==> config.mk <==
export PLATFORM = sky130hd
export DESIGN_NAME = multicycle_control
export DESIGN_NICKNAME = d
export VERILOG_FILES = /design/src/rtl/mips_pkg.sv /design/src/rtl/instr_counter.sv /design/src/rtl/multicycle_control.sv
export SDC_FILE = /design/constraint.sdc
export NUM_CORES = 1
export LEC_CHECK = 0
export CAP_MARGIN = 20
export CORE_ASPECT_RATIO = 1.2
export CORE_UTILIZATION = 30
export CTS_BUF_LIST = sky130_fd_sc_hd__clkbuf_8
export DETAILED_ROUTE_END_ITERATION = 8
export HOLD_SLACK_MARGIN = 0.1
export PLACE_DENSITY_LB_ADDON = 0.2
export REMOVE_ABC_BUFFERS = 1
export SETUP_SLACK_MARGIN = 0.2
export SLEW_MARGIN = 20
export SYNTH_ARGS = -nofsm -noshare
export SYNTH_HDL_FRONTEND = slang
export SYNTH_SLANG_ARGS = --single-unit
==> constraint.sdc <==
create_clock -name clk -period 2.38 [get_ports clk]
set_clock_uncertainty 0.15 [all_clocks]
set_input_delay 0.357 -clock clk [delete_from_list [all_inputs] [get_ports clk]]
set_output_delay 0.357 -clock clk [all_outputs]
set_load 0.01 [all_outputs]
==> src/rtl/mips_pkg.sv <==
// Shared constants for the multicycle MIPS control path:
// FSM state codes, opcodes, ALU op codes and the control bundle.
package mips_pkg;

  localparam logic [3:0] FETCH  = 4'd0;
  localparam logic [3:0] DECODE = 4'd1;
  localparam logic [3:0] MEMADR = 4'd2;
  localparam logic [3:0] MEMRD  = 4'd3;
  localparam logic [3:0] MEMWB  = 4'd4;
  localparam logic [3:0] MEMWR  = 4'd5;
  localparam logic [3:0] EXEC   = 4'd6;
  localparam logic [3:0] RWB    = 4'd7;
  localparam logic [3:0] BRANCH = 4'd8;
  localparam logic [3:0] JUMP   = 4'd9;
  localparam logic [3:0] ADDIEX = 4'd10;
  localparam logic [3:0] ADDIWB = 4'd11;

  localparam logic [5:0] RTYPE = 6'b000000;
  localparam logic [5:0] LW    = 6'b100011;
  localparam logic [5:0] SW    = 6'b101011;
  localparam logic [5:0] BEQ   = 6'b000100;
  localparam logic [5:0] J     = 6'b000010;
  localparam logic [5:0] ADDI  = 6'b001000;

  localparam logic [1:0] ADD   = 2'b00;
  localparam logic [1:0] SUB   = 2'b01;
  localparam logic [1:0] FUNCT = 2'b10;

  typedef struct packed {
    logic       pcwrite;
    logic       pcwritecond;
    logic       iord;
    logic       memread;
    logic       memwrite;
    logic       memtoreg;
    logic       irwrite;
    logic       alusrca;
    logic       regwrite;
    logic       regdst;
    logic [1:0] pcsource;
    logic [1:0] aluop;
    logic [1:0] alusrcb;
  } ctrl_t;

  // States whose exit completes an instruction.
  function automatic logic retires(input logic [3:0] s);
    return (s == MEMWB) || (s == MEMWR) || (s == RWB) ||
           (s == BRANCH) || (s == JUMP) || (s == ADDIWB);
  endfunction

endpackage

==> src/rtl/instr_counter.sv <==
// Retired-instruction counter, wraps from all-ones to zero.
// Ports: clk, reset (sync, high), inc, count[CNT_W-1:0].
module instr_counter #(
  parameter int CNT_W = 16
) (
  input  logic             clk,
  input  logic             reset,
  input  logic             inc,
  output logic [CNT_W-1:0] count
);

  always_ff @(posedge clk) begin
    if (reset)
      count <= '0;
    else if (inc)
      count <= count + CNT_W'(1);
  end

endmodule

==> src/rtl/multicycle_control.sv <==
// Multicycle MIPS control FSM (Moore) with retired counter.
// Ports: clk, reset, opcode, zero in; strobes/selects, pc_en,
// illegal, retired, state out.
module multicycle_control
  import mips_pkg::*;
#(
  parameter int CNT_W = 16
) (
  input  logic             clk,
  input  logic             reset,
  input  logic [5:0]       opcode,
  input  logic             zero,
  output logic             PCWrite,
  output logic             PCWriteCond,
  output logic             IorD,
  output logic             MemRead,
  output logic             MemWrite,
  output logic             MemtoReg,
  output logic             IRWrite,
  output logic             AluSrcA,
  output logic             RegWrite,
  output logic             RegDst,
  output logic [1:0]       PCSource,
  output logic [1:0]       AluOp,
  output logic [1:0]       AluSrcB,
  output logic             pc_en,
  output logic             illegal,
  output logic [CNT_W-1:0] retired,
  output logic [3:0]       state
);

  logic [3:0] st;
  logic [3:0] nxt;
  logic       ill;
  ctrl_t      c;

  always_ff @(posedge clk) begin
    if (reset)
      st <= FETCH;
    else
      st <= nxt;
  end

  // opcode is only looked at in DECODE and MEMADR.
  always_comb begin
    nxt = FETCH;
    ill = 1'b0;
    case (st)
      FETCH:  nxt = DECODE;
      DECODE: begin
        unique case (1'b1)
          (opcode == RTYPE): nxt = EXEC;
          (opcode == LW),
          (opcode == SW):    nxt = MEMADR;
          (opcode == BEQ):   nxt = BRANCH;
          (opcode == J):     nxt = JUMP;
          (opcode == ADDI):  nxt = ADDIEX;
          default: begin
            nxt = FETCH;
            ill = 1'b1;
          end
        endcase
      end
      MEMADR: nxt = (opcode == LW) ? MEMRD : MEMWR;
      MEMRD:  nxt = MEMWB;
      EXEC:   nxt = RWB;
      ADDIEX: nxt = ADDIWB;
      default: nxt = FETCH;
    endcase
  end

  always_comb begin
    c = '0;
    case (st)
      FETCH: begin
        c.memread = 1'b1;
        c.irwrite = 1'b1;
        c.pcwrite = 1'b1;
        c.alusrcb = 2'b01;
        c.aluop   = ADD;
      end
      DECODE: begin
        c.alusrcb = 2'b11;
        c.aluop   = ADD;
      end
      MEMADR, ADDIEX: begin
        c.alusrca = 1'b1;
        c.alusrcb = 2'b10;
        c.aluop   = ADD;
      end
      MEMRD: begin
        c.memread = 1'b1;
        c.iord    = 1'b1;
      end
      MEMWB: begin
        c.regwrite = 1'b1;
        c.memtoreg = 1'b1;
      end
      MEMWR: begin
        c.memwrite = 1'b1;
        c.iord     = 1'b1;
      end
      EXEC: begin
        c.alusrca = 1'b1;
        c.aluop   = FUNCT;
      end
      RWB: begin
        c.regwrite = 1'b1;
        c.regdst   = 1'b1;
      end
      BRANCH: begin
        c.pcwritecond = 1'b1;
        c.alusrca     = 1'b1;
        c.aluop       = SUB;
        c.pcsource    = 2'b01;
      end
      JUMP: begin
        c.pcwrite  = 1'b1;
        c.pcsource = 2'b10;
      end
      ADDIWB: c.regwrite = 1'b1;
      default: c = '0;
    endcase
  end

  assign PCWrite     = c.pcwrite;
  assign PCWriteCond = c.pcwritecond;
  assign IorD        = c.iord;
  assign MemRead     = c.memread;
  assign MemWrite    = c.memwrite;
  assign MemtoReg    = c.memtoreg;
  assign IRWrite     = c.irwrite;
  assign AluSrcA     = c.alusrca;
  assign RegWrite    = c.regwrite;
  assign RegDst      = c.regdst;
  assign PCSource    = c.pcsource;
  assign AluOp       = c.aluop;
  assign AluSrcB     = c.alusrcb;

  // zero only matters while PCWriteCond is up, i.e. in BRANCH.
  assign pc_en   = c.pcwrite | (c.pcwritecond & zero);
  assign illegal = ill;
  assign state   = st;

  instr_counter #(.CNT_W(CNT_W)) u_cnt (
    .clk   (clk),
    .reset (reset),
    .inc   (retires(st)),
    .count (retired)
  );

endmodule
==> impl_metrics.yaml <==
placement:
  place_inst: 258
  place_hpwl_um: 2450
  port_buffers: 46
  gp_congestion: 0.820
  place_area_mm2: 0.00178
logic_synthesis:
  synthMuxAreaShare_pct: 0
  yosysWarnings: 0
  synth_cell_types: 38
  synth_top_area_cell: "dfxtp_1"
  synth_top_area_share_pct: 33.5
  ys_seq_area_share_pct: 33.5
  synth_compound_area_share_pct: 15.4
  synthCells: 157
  synth_area_mm2: 0.00119
  async_flop_share_pct: 0
  yosysMostFrequentCell: "dfxtp_1"
  ys.flop_type: "dfxtp_1"
  synth_top_family_by_area: "simple AND/OR/NAND/NOR gates"
  syn-mean-instance-area_um2: 7.60
  synthXorXnorAreaFrac_pct: 7.34
  synth_edf_count: 0
  synth_area_leaders: "dfxtp_1 (34%), nor2_1 (6.0%), xnor2_1 (5.9%), or3_1 (4.7%), a21oi_1 (4.6%)"
  synthSimpleGateAreaFrac_pct: 34.9
  synth_seq_cells: 20
  synthAdderAreaFrac_pct: 2.73
  yosys-top-cells-count: "dfxtp_1 (20), nor2_1 (19), a21oi_1 (11)"
clock_tree:
  clk_latency_ns: 0.26
  cts_inserted_buffers: 3
  cts_tree: "yes"
  htree_levels: 1
  cts-root-buf: "clkbuf_8"
  cts_sinks: 20
  postCtsHoldBufs: 0
  clockBufferDepth: 2
  clk_pin_slew_ns: 0.08
global_route:
  grt_pass1_wl_um: 5760
  antenna_found_initial: 0
  grt_overflow: 0
  grt_pass1_vias: 1340
  grt_max_degree: 14
  grt.total_usage_pct: 17.1
layout:
  drive_above_1_share_pct: 20.7
  fin_cells: 269
  finalInstanceArea_mm2: 0.00199
  nets: 228
  syn_to_final_growth_pct: 67.1
  num_antenna_cells: 0
timing:
  final-hold-violation-count: 0
  worstMarginPinSlew_ns: 0.537
  post-route-period-util_pct: 93.2
  fin_crit_ns: 2.22
  fmax_mhz: 451
  finalMaxSlewViolations: 0
  hold-worst-slack_ns: 0.342
  relSlewSlack_pct: 64.1
  setup_viol: 0
  rsz0062_at_grt: "true"
drt:
  wl_um: 3410
  drc: 0
  vias: 1365
  dr.pass1.iters: 4
  via_per_inst: 5.07
  final_antenna_net_count: 0
  routedWlPerCell_um: 12.7
  drt_iter0_markers: 88
worst_setup_path:
  crit_type: "in -> out"
  cp.arrival_ns: 1.71
  crit_required_ns: 1.87
  worstSetupStartpointType: "input pin"
  crit_path_end_kind: "output port"
  cp_max_fo: 4
pwr:
  ir_drop_mv: 0.217
  p_leak_nw: 0.797
  powerDensity_mw_per_mm2: 396
floorplan:
  dieWidth_um: 59.6
  chipHeight_um: 71.1
  core.rowCount: 24
  io_pins: 47
  die_area_mm2: 0.00424
  core_mm2: 0.00372
  start_util_pct: 32.1
outcome:
  status: "complete, no violations"
worst_hold_path:
  hp-class: "reg -> reg"
job:
  cap_violations: 0
[critical path: stages]
cell and delay, ns:
clkdlybuf4s50_1 0.47, or3_4 0.36, nor3_2 0.16, nor3_1 0.08, dlygate4sd2_1 0.29
[power by group]
group / internal (mW) / switching, mW / leakage [nW] / total, mW
Combinational: 0.0601 / 0.0475 / 0.596 / 0.108
Clock: 0.224 / 0.116 / 0.0357 / 0.340
Sequential: 0.334 / 0.00771 / 0.165 / 0.341
[final cells by class]
| cell class | count | area (um2) |
|---|---|---|
| multi-input combinational | 120 | 787 |
| timing repair buffer | 68 | 636 |
| clock inverter | 1 | 30.0 |
| fill | 373 | 1730 |
| sequential | 20 | 417 |
| clock buffer | 3 | 41.3 |
| tap | 52 | 65.1 |
| inverter | 5 | 18.8 |
[metrics by stage]
stage	utilization [%]	setup TNS (ns)	setup slack [ns]	power, mW
after floorplan	-	0	0.0484	0.386
after global placement	47.7	-0.0506	-0.0506	0.453
after detailed placement	47.7	-0.103	-0.103	0.455
after CTS	51.3	0	0.116	0.788
after global routing	53.6	0	0.132	0.818
final	53.6	0	0.161	0.789
[worst paths after layout]
| kind | start | end | slack (ns) | depth (start not counted) |
|---|---|---|---|---|
| hold reg to reg | u_cnt.count[15] | u_cnt.count[15] | 0.34 | 2 |
| setup reg to reg | state[2] | u_cnt.count[8] | 0.27 | 6 |
| setup / recovery | opcode[5] | illegal | 0.16 | 5 |
| hold / removal | u_cnt.count[15] | u_cnt.count[15] | 0.34 | 2 |
[layout by cell type, fill, tap and decap left out, types with 5 or more instances in the layout]
master,instances
a21oi_1,10
dlymetal6s2s_1,8
dfxtp_1,15
nor2_1,19
buf_4,21
clkdlybuf4s50_1,32
nand2_1,8
inv_1,5
dlygate4sd2_1,6
xnor2_1,8
o21ai_0,9
or3_1,7
[timing repair]
action / in CTS / in global routing
pin swaps: 0 / 2
endpoints found under the setup margin: 22 / 10
buffers inserted: 4 / 3
resized for setup: 18 / 18
hold endpoints to repair: 0 / 0
[flip-flops by register name, indices dropped and copies added, names as in the netlist]
signal and flops:
state 4, u_cnt.count 16
[cells by family after synthesis]
group,Yosys count
adder cells (fa/ha/maj),3
buffers and inverters,17
XOR/XNOR,10
AND/OR/NAND/NOR,76
AO/OA/AOI/OAI,31
flip-flops,20
[routing by layer]
layer / vias to the layer above / track usage [%] / wire length, um
met1: 646 / 20.6 / 1490
met2: 38 / 30.8 / 1720
met5: - / 0 / 0
met3: 2 / 2.74 / 172
li1: 679 / - / -
met4: 0 / 4.65 / 29
Note: power is estimated with default switching activity, not from simulation.
